File: config.mk
export PLATFORM = sky130hd
export DESIGN_NAME = nes_poll_sequencer
export DESIGN_NICKNAME = d
export VERILOG_FILES = /design/src/rtl/nes_poll_sequencer.sv
export SDC_FILE = /design/constraint.sdc
export NUM_CORES = 1
export LEC_CHECK = 0
export CAP_MARGIN = 5
export CORE_MARGIN = 4
export CORE_UTILIZATION = 52
export DETAILED_ROUTE_END_ITERATION = 16
export PLACE_DENSITY_LB_ADDON = 0.2
export SKIP_CTS_REPAIR_TIMING = 1
export SLEW_MARGIN = 20
export SYNTH_ARGS = -nofsm -noshare
export SYNTH_HDL_FRONTEND = slang
export SYNTH_SLANG_ARGS = --single-unit
File: constraint.sdc
create_clock -name clk -period 1.8 [get_ports clk]
set_input_delay 0.45 -clock clk [delete_from_list [all_inputs] [get_ports clk]]
set_output_delay 0.45 -clock clk [all_outputs]
set_load 0.1 [all_outputs]
File: src/rtl/nes_poll_sequencer.sv
// NES controller poll sequencer: periodically latches the pad, shifts out its
// serial button bits and presents them as an active-high parallel word.
module nes_poll_sequencer #(
  parameter int TICK_DIV     = 300,
  parameter int BUTTONS      = 8,
  parameter int PERIOD_TICKS = 2778
) (
  input  logic               clk,
  input  logic               reset,
  input  logic               enable,
  input  logic               nes_data,
  output logic               nes_latch,
  output logic               nes_clk,
  output logic [BUTTONS-1:0] buttons,
  output logic               valid,
  output logic               busy
);

  localparam int PRESC_W = $clog2(TICK_DIV);
  localparam int PER_W   = $clog2(PERIOD_TICKS);
  localparam int IDX_W   = $clog2(BUTTONS);

  typedef enum logic [1:0] {
    IDLE  = 2'd0,
    LATCH = 2'd1,
    PLOW  = 2'd2,
    PHIGH = 2'd3
  } state_e;

  state_e             state_q;
  logic [PRESC_W-1:0] presc_q, presc_d;
  logic [PER_W-1:0]   period_q, period_d;
  logic               data_meta_q, data_sync_q;
  logic               latch_sub_q;
  logic [IDX_W-1:0]   bit_idx_q;
  logic [BUTTONS-1:0] shift_q;
  logic [BUTTONS-1:0] shift_in;
  logic [BUTTONS-1:0] buttons_q;
  logic               nes_latch_q, nes_clk_q, valid_q, busy_q;
  logic               tick;
  logic               period_sat;
  logic               poll_start;

  // The protocol tick fires on the last cycle of each prescaler period.
  assign tick       = (presc_q == PRESC_W'(TICK_DIV - 1));
  assign presc_d    = tick ? '0 : presc_q + 1'b1;
  assign period_sat = (period_q == PER_W'(PERIOD_TICKS - 1));
  assign poll_start = tick && (state_q == IDLE) && enable && period_sat;
  assign shift_in   = {data_sync_q, shift_q[BUTTONS-1:1]};

  always_comb begin
    period_d = period_q;
    if (poll_start) begin
      period_d = '0;
    end else if (tick && !period_sat) begin
      period_d = period_q + 1'b1;
    end
  end

  always_ff @(posedge clk or posedge reset) begin
    if (reset) begin
      presc_q     <= '0;
      period_q    <= PER_W'(PERIOD_TICKS - 1);
      data_meta_q <= 1'b0;
      data_sync_q <= 1'b0;
    end else begin
      presc_q     <= presc_d;
      period_q    <= period_d;
      data_meta_q <= nes_data;
      data_sync_q <= data_meta_q;
    end
  end

  // Bits enter at the top and move down, so the first bit shifted ends in bit 0.
  always_ff @(posedge clk or posedge reset) begin
    if (reset) begin
      state_q     <= IDLE;
      latch_sub_q <= 1'b0;
      bit_idx_q   <= '0;
      shift_q     <= '0;
      buttons_q   <= '0;
      nes_latch_q <= 1'b0;
      nes_clk_q   <= 1'b0;
      valid_q     <= 1'b0;
      busy_q      <= 1'b0;
    end else begin
      valid_q <= 1'b0;
      if (tick) begin
        case (state_q)
          IDLE: begin
            if (poll_start) begin
              state_q     <= LATCH;
              latch_sub_q <= 1'b0;
              nes_latch_q <= 1'b1;
              busy_q      <= 1'b1;
            end
          end
          LATCH: begin
            if (!latch_sub_q) begin
              latch_sub_q <= 1'b1;
            end else begin
              shift_q     <= shift_in;
              nes_latch_q <= 1'b0;
              bit_idx_q   <= IDX_W'(1);
              state_q     <= PLOW;
            end
          end
          PLOW: begin
            nes_clk_q <= 1'b1;
            state_q   <= PHIGH;
          end
          PHIGH: begin
            nes_clk_q <= 1'b0;
            shift_q   <= shift_in;
            if (bit_idx_q == IDX_W'(BUTTONS - 1)) begin
              buttons_q <= ~shift_in;
              valid_q   <= 1'b1;
              busy_q    <= 1'b0;
              state_q   <= IDLE;
            end else begin
              bit_idx_q <= bit_idx_q + 1'b1;
              state_q   <= PLOW;
            end
          end
          default: state_q <= IDLE;
        endcase
      end
    end
  end

  assign nes_latch = nes_latch_q;
  assign nes_clk   = nes_clk_q;
  assign buttons   = buttons_q;
  assign valid     = valid_q;
  assign busy      = busy_q;

endmodule

==> impl_metrics.ini, run 1 <==
[final_layout]
post-route-cell-area_mm2 = 0.00276
layout-area-overhead-vs-synth_pct = 24.3
fin_nets = 238
fill_cells = 278
fin_util_pct = 67.9
n_antenna_cell = 0
drive_above_1_share_pct = 27.0
fin_cells = 280

[timing]
setup_slack_ps = -13.4
skew_ps = 8.19
fin_crit_sh_pct = 101
max_freq_mhz = 551
final_hold_viol_count = 0
grt_setup_unrepaired = true
fin_crit_ps = 1810
relSlewSlack_pct = 76.4
tns_ps = -20.1
hold_slack_ps = 366
tightest_slew_ps = 350
slew_viol_final = 0
setup_violations = 2

[routing]
dr.first_iter.drc_count = 233
avgViaCountPerCell = 5.78
vias = 1619
route.detailed.drc = 0
detail_route.wl_per_cell_um = 15.4
drtAntennaViolNets = 0
drt_wl_total_mm = 4.32
first_pass_iters = 4

[pwr]
combPwrFrac_pct = 1.8
total_power_mw = 1.87
swShare_pct = 19.6
switchingPower_mw = 0.366
p_per_area_mw_per_mm2 = 679
power_frac_clock_pct = 40.4
p_leak_nw = 1.29
seqPwrFrac_pct = 57.8
p_int_mw = 1.51
ir_drop_mv = 0.476

[logic_synthesis]
synth_area_leaders = dfrtp_1, dfstp_2, o21ai_0
syn_inst = 197
synthMuxAreaShare_pct = 4.91
synthXorXnorAreaFrac_pct = 4.74
yosys.area_share.simple_pct = 20.4
ys_seq_area_share_pct = 54.6
synth_edf_count = 0
synth_top_family_by_area = simple AND/OR/NAND/NOR gates
ys_seq_elements = 48
syn_avg_cell_area_um2 = 11.2
netlist.area_leader.share_pct = 46.3
yosys.area.top_type = dfrtp_1
synth_area_mm2 = 0.00222
yosysMostFrequentCell = dfrtp_1
synth_adder_area_share_pct = 2.82
ys.flop_type = dfrtp_1
ys.warnings.count = 0
synthTopCellsByCount = dfrtp_1, nand2_1, o21ai_0
synth_compound_area_share_pct = 8.92
synth_fp_nets = 206
synthArstFlopShare_pct = 100
synth_cell_type_count = 47

[worst_setup_path]
crit_chain = ha_1 > nand4b_1 > or4_4 > o21a_1 > o22ai_1
critPathBufInv = 0
r2r_start = period_q[0]
critPathMaxStageDelay_ps = 590
crit_slowest_cell = or4_4
path_max_fanout = 6
worst_path_dominant_cell_family = simple AND/OR/NAND/NOR gates
path_class = register to register
r2r_cells = 5
worstReg2RegEnd = period_q[1]
arrival_ps = 2040
start_kind = register
worstPathRequired_ps = 2030
r2r_slack_ps = -10
crit_path_end_kind = register

[place]
place_inst = 269
placedInstanceArea_mm2 = 0.00262
preCtsSetupSlack_ps = -96.6
dp_hpwl_mm = 3.01
place.gp.congestion = 0.991
io_buffer_count = 15

[grt]
grt_start_max_net_pins = 49
grt_pass1_vias = 1623
grt_usage_pct = 18.5
overflow = 0
antenna_found_initial = 0
grt_first_pass_wirelength_mm = 7.59

[clock_network]
cts_tree = yes
ctsHtreeMaxLevel = 2
clk_pin_slew_ps = 90
cts-root-buf = clkbuf_8
clock-sinks = 48
clk_path_buf_depth = 2
clock_latency_ps = 300
cts-buffers-inserted = 5

[floorplan]
start_util_pct = 54.6
chipHeight_um = 73.3
die_w_um = 73.3
rows = 23
core-area_mm2 = 0.00406
io_pins = 16
dieArea_mm2 = 0.00537

[job]
maxCapViolations = 0

[outcome]
violations = negative setup slack
status = complete, but fails checks

[min_path]
worstHoldStart = data_meta_q
min_path_cells = 0
hold_path.class = register to register
min_to = data_sync_q
-- sequential cells by signal (all words and copies together) (netlist names) --
signal       flops
valid            1
buttons          8
nes_latch        1
latch_sub_q      1
data_meta_q      1
period_q        12
presc_q          9
busy             1
nes_clk          1
shift_q          7
state_q          2
data_sync_q      1
bit_idx_q        3
-- routing by layer --
| metal | track usage (%) | up-vias | part of all wire (%) |
|---|---|---|---|
| met4 | 5.53 | 0 | 0.86 |
| met2 | 29.8 | 44 | 51 |
| li1 | - | 767 | - |
| met3 | 4.79 | 5 | 5.1 |
| met1 | 24.6 | 803 | 43 |
| met5 | 0 | - | 0 |
-- cell usage in the layout, fill, tap and decap left out, types with 4 or more instances in the layout --
cell / count
dfrtp_1: 40
o21ai_0: 16
mux2_2: 7
nand2_1: 18
xor2_1: 7
dfstp_2: 7
inv_1: 5
nor2_1: 12
xnor2_1: 5
buf_12: 13
ha_1: 5
clkbuf_8: 5
nand4_1: 4
buf_4: 17
nand3_1: 11
-- cell type report --
type	count	area, µm²	area share [%]
clock inverters	2	35.0	1.27
multi-input cells	135	933	33.9
clock buffers	6	72.6	2.63
repair buffers	33	418	15.2
inverters	6	22.5	0.817
flip-flops and latches	48	1210	44.0
well taps	50	62.6	2.27
-- power by group through the flow --
stage	combinational [mW]	sequential (mW)	clock (mW)
floorplan	0.0168	1.10	0
global placement	0.0356	1.10	0
detailed placement	0.0362	1.10	0
CTS	0.0363	1.08	0.773
global route	0.0402	1.08	0.827
finish	0.0344	1.08	0.756
-- logic make-up after synthesis --
| kind of cell | after synthesis |
|---|---|
| AO/OA/AOI/OAI | 32 |
| AND/OR/NAND/NOR | 76 |
| flip-flops | 48 |
| adder cells (fa/ha/maj) | 5 |
| multiplexers | 10 |
| XOR/XNOR | 12 |
| buffers and inverters | 14 |
-- how the worst max path moves through the flow --
stage                  endpoint        start  cells after the start
floorplan           period_q[1]  period_q[0]                      6
global placement    period_q[9]       enable                      5
detailed placement  period_q[9]       enable                      5
CTS                 period_q[1]  period_q[0]                      5
global route         state_q[0]  period_q[0]                      5
finish              period_q[1]  period_q[0]                      5
Power figures use the tool's default switching activity.
==> inputs of run 2 (changes only) <==
--- a/config.mk
+++ b/config.mk
@@ -10,6 +10,7 @@
 export CORE_UTILIZATION = 52
 export DETAILED_ROUTE_END_ITERATION = 16
 export PLACE_DENSITY_LB_ADDON = 0.2
+export RECOVER_POWER = 100
 export SKIP_CTS_REPAIR_TIMING = 1
 export SLEW_MARGIN = 20
 export SYNTH_ARGS = -nofsm -noshare
==> run 2 against run 1 <==
Against the previous run: the flow still finishes with violations (negative setup slack); setup slack improved by 2.1 ps; hold slack gained 0.92 ps; flip-flop and latch count unchanged; critical endpoint unchanged; largest power group unchanged.
==> impl_metrics.ini, run 2 (synthesized netlist as in run 1, its figures left out) <==
[pwr]
seqPwrFrac_pct = 58.0
p_per_area_mw_per_mm2 = 731
ir_drop_mv = 0.474
combPwrFrac_pct = 1.6
p_leak_nw = 1.23
switchingPower_mw = 0.363
swShare_pct = 19.5
total_power_mw = 1.86
p_int_mw = 1.50
power_frac_clock_pct = 40.4

[floorplan]
dieArea_mm2 = 0.00537
rows = 23
die_w_um = 73.3
io_pins = 16
chipHeight_um = 73.3
start_util_pct = 54.6
core-area_mm2 = 0.00406

[min_path]
min_path_cells = 0
min_to = data_sync_q
worstHoldStart = data_meta_q
hold_path.class = register to register

[worst_setup_path]
path_max_fanout = 6
worstReg2RegEnd = period_q[1]
start_kind = register
r2r_cells = 5
worstPathRequired_ps = 2030
startpoint = period_q[0]
r2r_start = period_q[0]
arrival_ps = 2040
crit_path_end_kind = register
path_class = register to register
r2r_slack_ps = -10

[routing]
detail_route.wl_per_cell_um = 15.3
drt_wl_total_mm = 4.29
vias = 1604
route.detailed.drc = 0
drtAntennaViolNets = 0
first_pass_iters = 4
avgViaCountPerCell = 5.73
dr.first_iter.drc_count = 153

[outcome]
status = complete, but fails checks
violations = negative setup slack

[final_layout]
post-route-cell-area_mm2 = 0.00255
drive_above_1_share_pct = 26.1
final_common_cell = dfrtp_1
layout_common_cells = dfrtp_1, nand2_1, o21ai_0
fin_nets = 238
largest-register = period_q
layout-area-overhead-vs-synth_pct = 15.0
fin_util_pct = 62.8
n_antenna_cell = 0
largest_register_ffs = 12

[timing]
setup_slack_ps = -11.2
tightest_slew_ps = 1110
skew_ps = 9.58
fin_crit_sh_pct = 101
fin_crit_ps = 1810
hold_slack_ps = 367
max_freq_mhz = 552
final_hold_viol_count = 0
relSlewSlack_pct = 25.8
setup_violations = 2
grt_setup_unrepaired = true
slew_viol_final = 0

[clock_network]
clk_pin_slew_ps = 90
ctsHtreeMaxLevel = 2
clock-sinks = 48
clock_latency_ps = 300
clk_path_buf_depth = 2
cts-root-buf = clkbuf_8
cts_tree = yes
cts-buffers-inserted = 5

[place]
place.gp.congestion = 0.991
preCtsSetupSlack_ps = -96.6
io_buffer_count = 15
dp_hpwl_mm = 3.01
placedInstanceArea_mm2 = 0.00262

[grt]
antenna_found_initial = 0
grt_first_pass_wirelength_mm = 7.59
grt_start_max_net_pins = 49
grt_usage_pct = 18.5
overflow = 0
grt_pass1_vias = 1623

[job]
maxCapViolations = 0
run 2: cell count changes in the layout (fill, tap and decap cells not counted), sizes merged:
cell           delta
clkbuf           +15
dlygate4sd3       +1
clkdlybuf4s50     -1
buf              -15
run 2: layer usage:
layer | global-route usage [%] | routed length, µm | up-vias
li1 | - | - | 771
met1 | 24.6 | 1900 | 792
met2 | 29.8 | 2130 | 36
met3 | 4.79 | 213 | 5
met4 | 5.53 | 36 | 0
met5 | 0 | 0 | -
run 2: stage by stage:
| stage | setup TNS, ps | cells |
|---|---|---|
| 2_1_floorplan | -14.6 | 197 |
| 3_3_place_gp | -116 | 269 |
| 3_5_place_dp | -213 | 269 |
| 4_1_cts | -69.1 | 277 |
| 5_1_grt | -1070 | 280 |
| 6_report | -15.5 | 280 |
run 2: worst max-delay path by stage:
stage	slack [ps]	cells past startpoint	end
floorplan	-10	6	period_q[1]
global placement	-60	5	period_q[9]
detailed placement	-100	5	period_q[9]
CTS	-20	5	period_q[1]
global route	-90	5	state_q[0]
finish	-10	5	period_q[1]
run 2: cell type report:
cell class,instances,area (µm²)
fillers,300,1510
flip-flops and latches,48,1210
multi-input cells,135,933
repair buffers,33,211
clock buffers,6,72.6
well taps,50,62.6
clock inverters,2,35.0
inverters,6,22.5
run 2: critical path, cell delays in order, from the launching register on:
cell	delay, ps
dfstp_2	540
ha_1	150
nand4b_1	120
or4_4	590
o21a_1	210
o22ai_1	140
run 2: power groups by stage:
stage | clock, mW | combinational [mW] | sequential, mW
4_1_cts | 0.773 | 0.0363 | 1.08
3_3_place_gp | 0 | 0.0356 | 1.10
5_1_grt | 0.827 | 0.0351 | 1.08
3_5_place_dp | 0 | 0.0362 | 1.10
2_1_floorplan | 0 | 0.0168 | 1.10
6_report | 0.753 | 0.0291 | 1.08
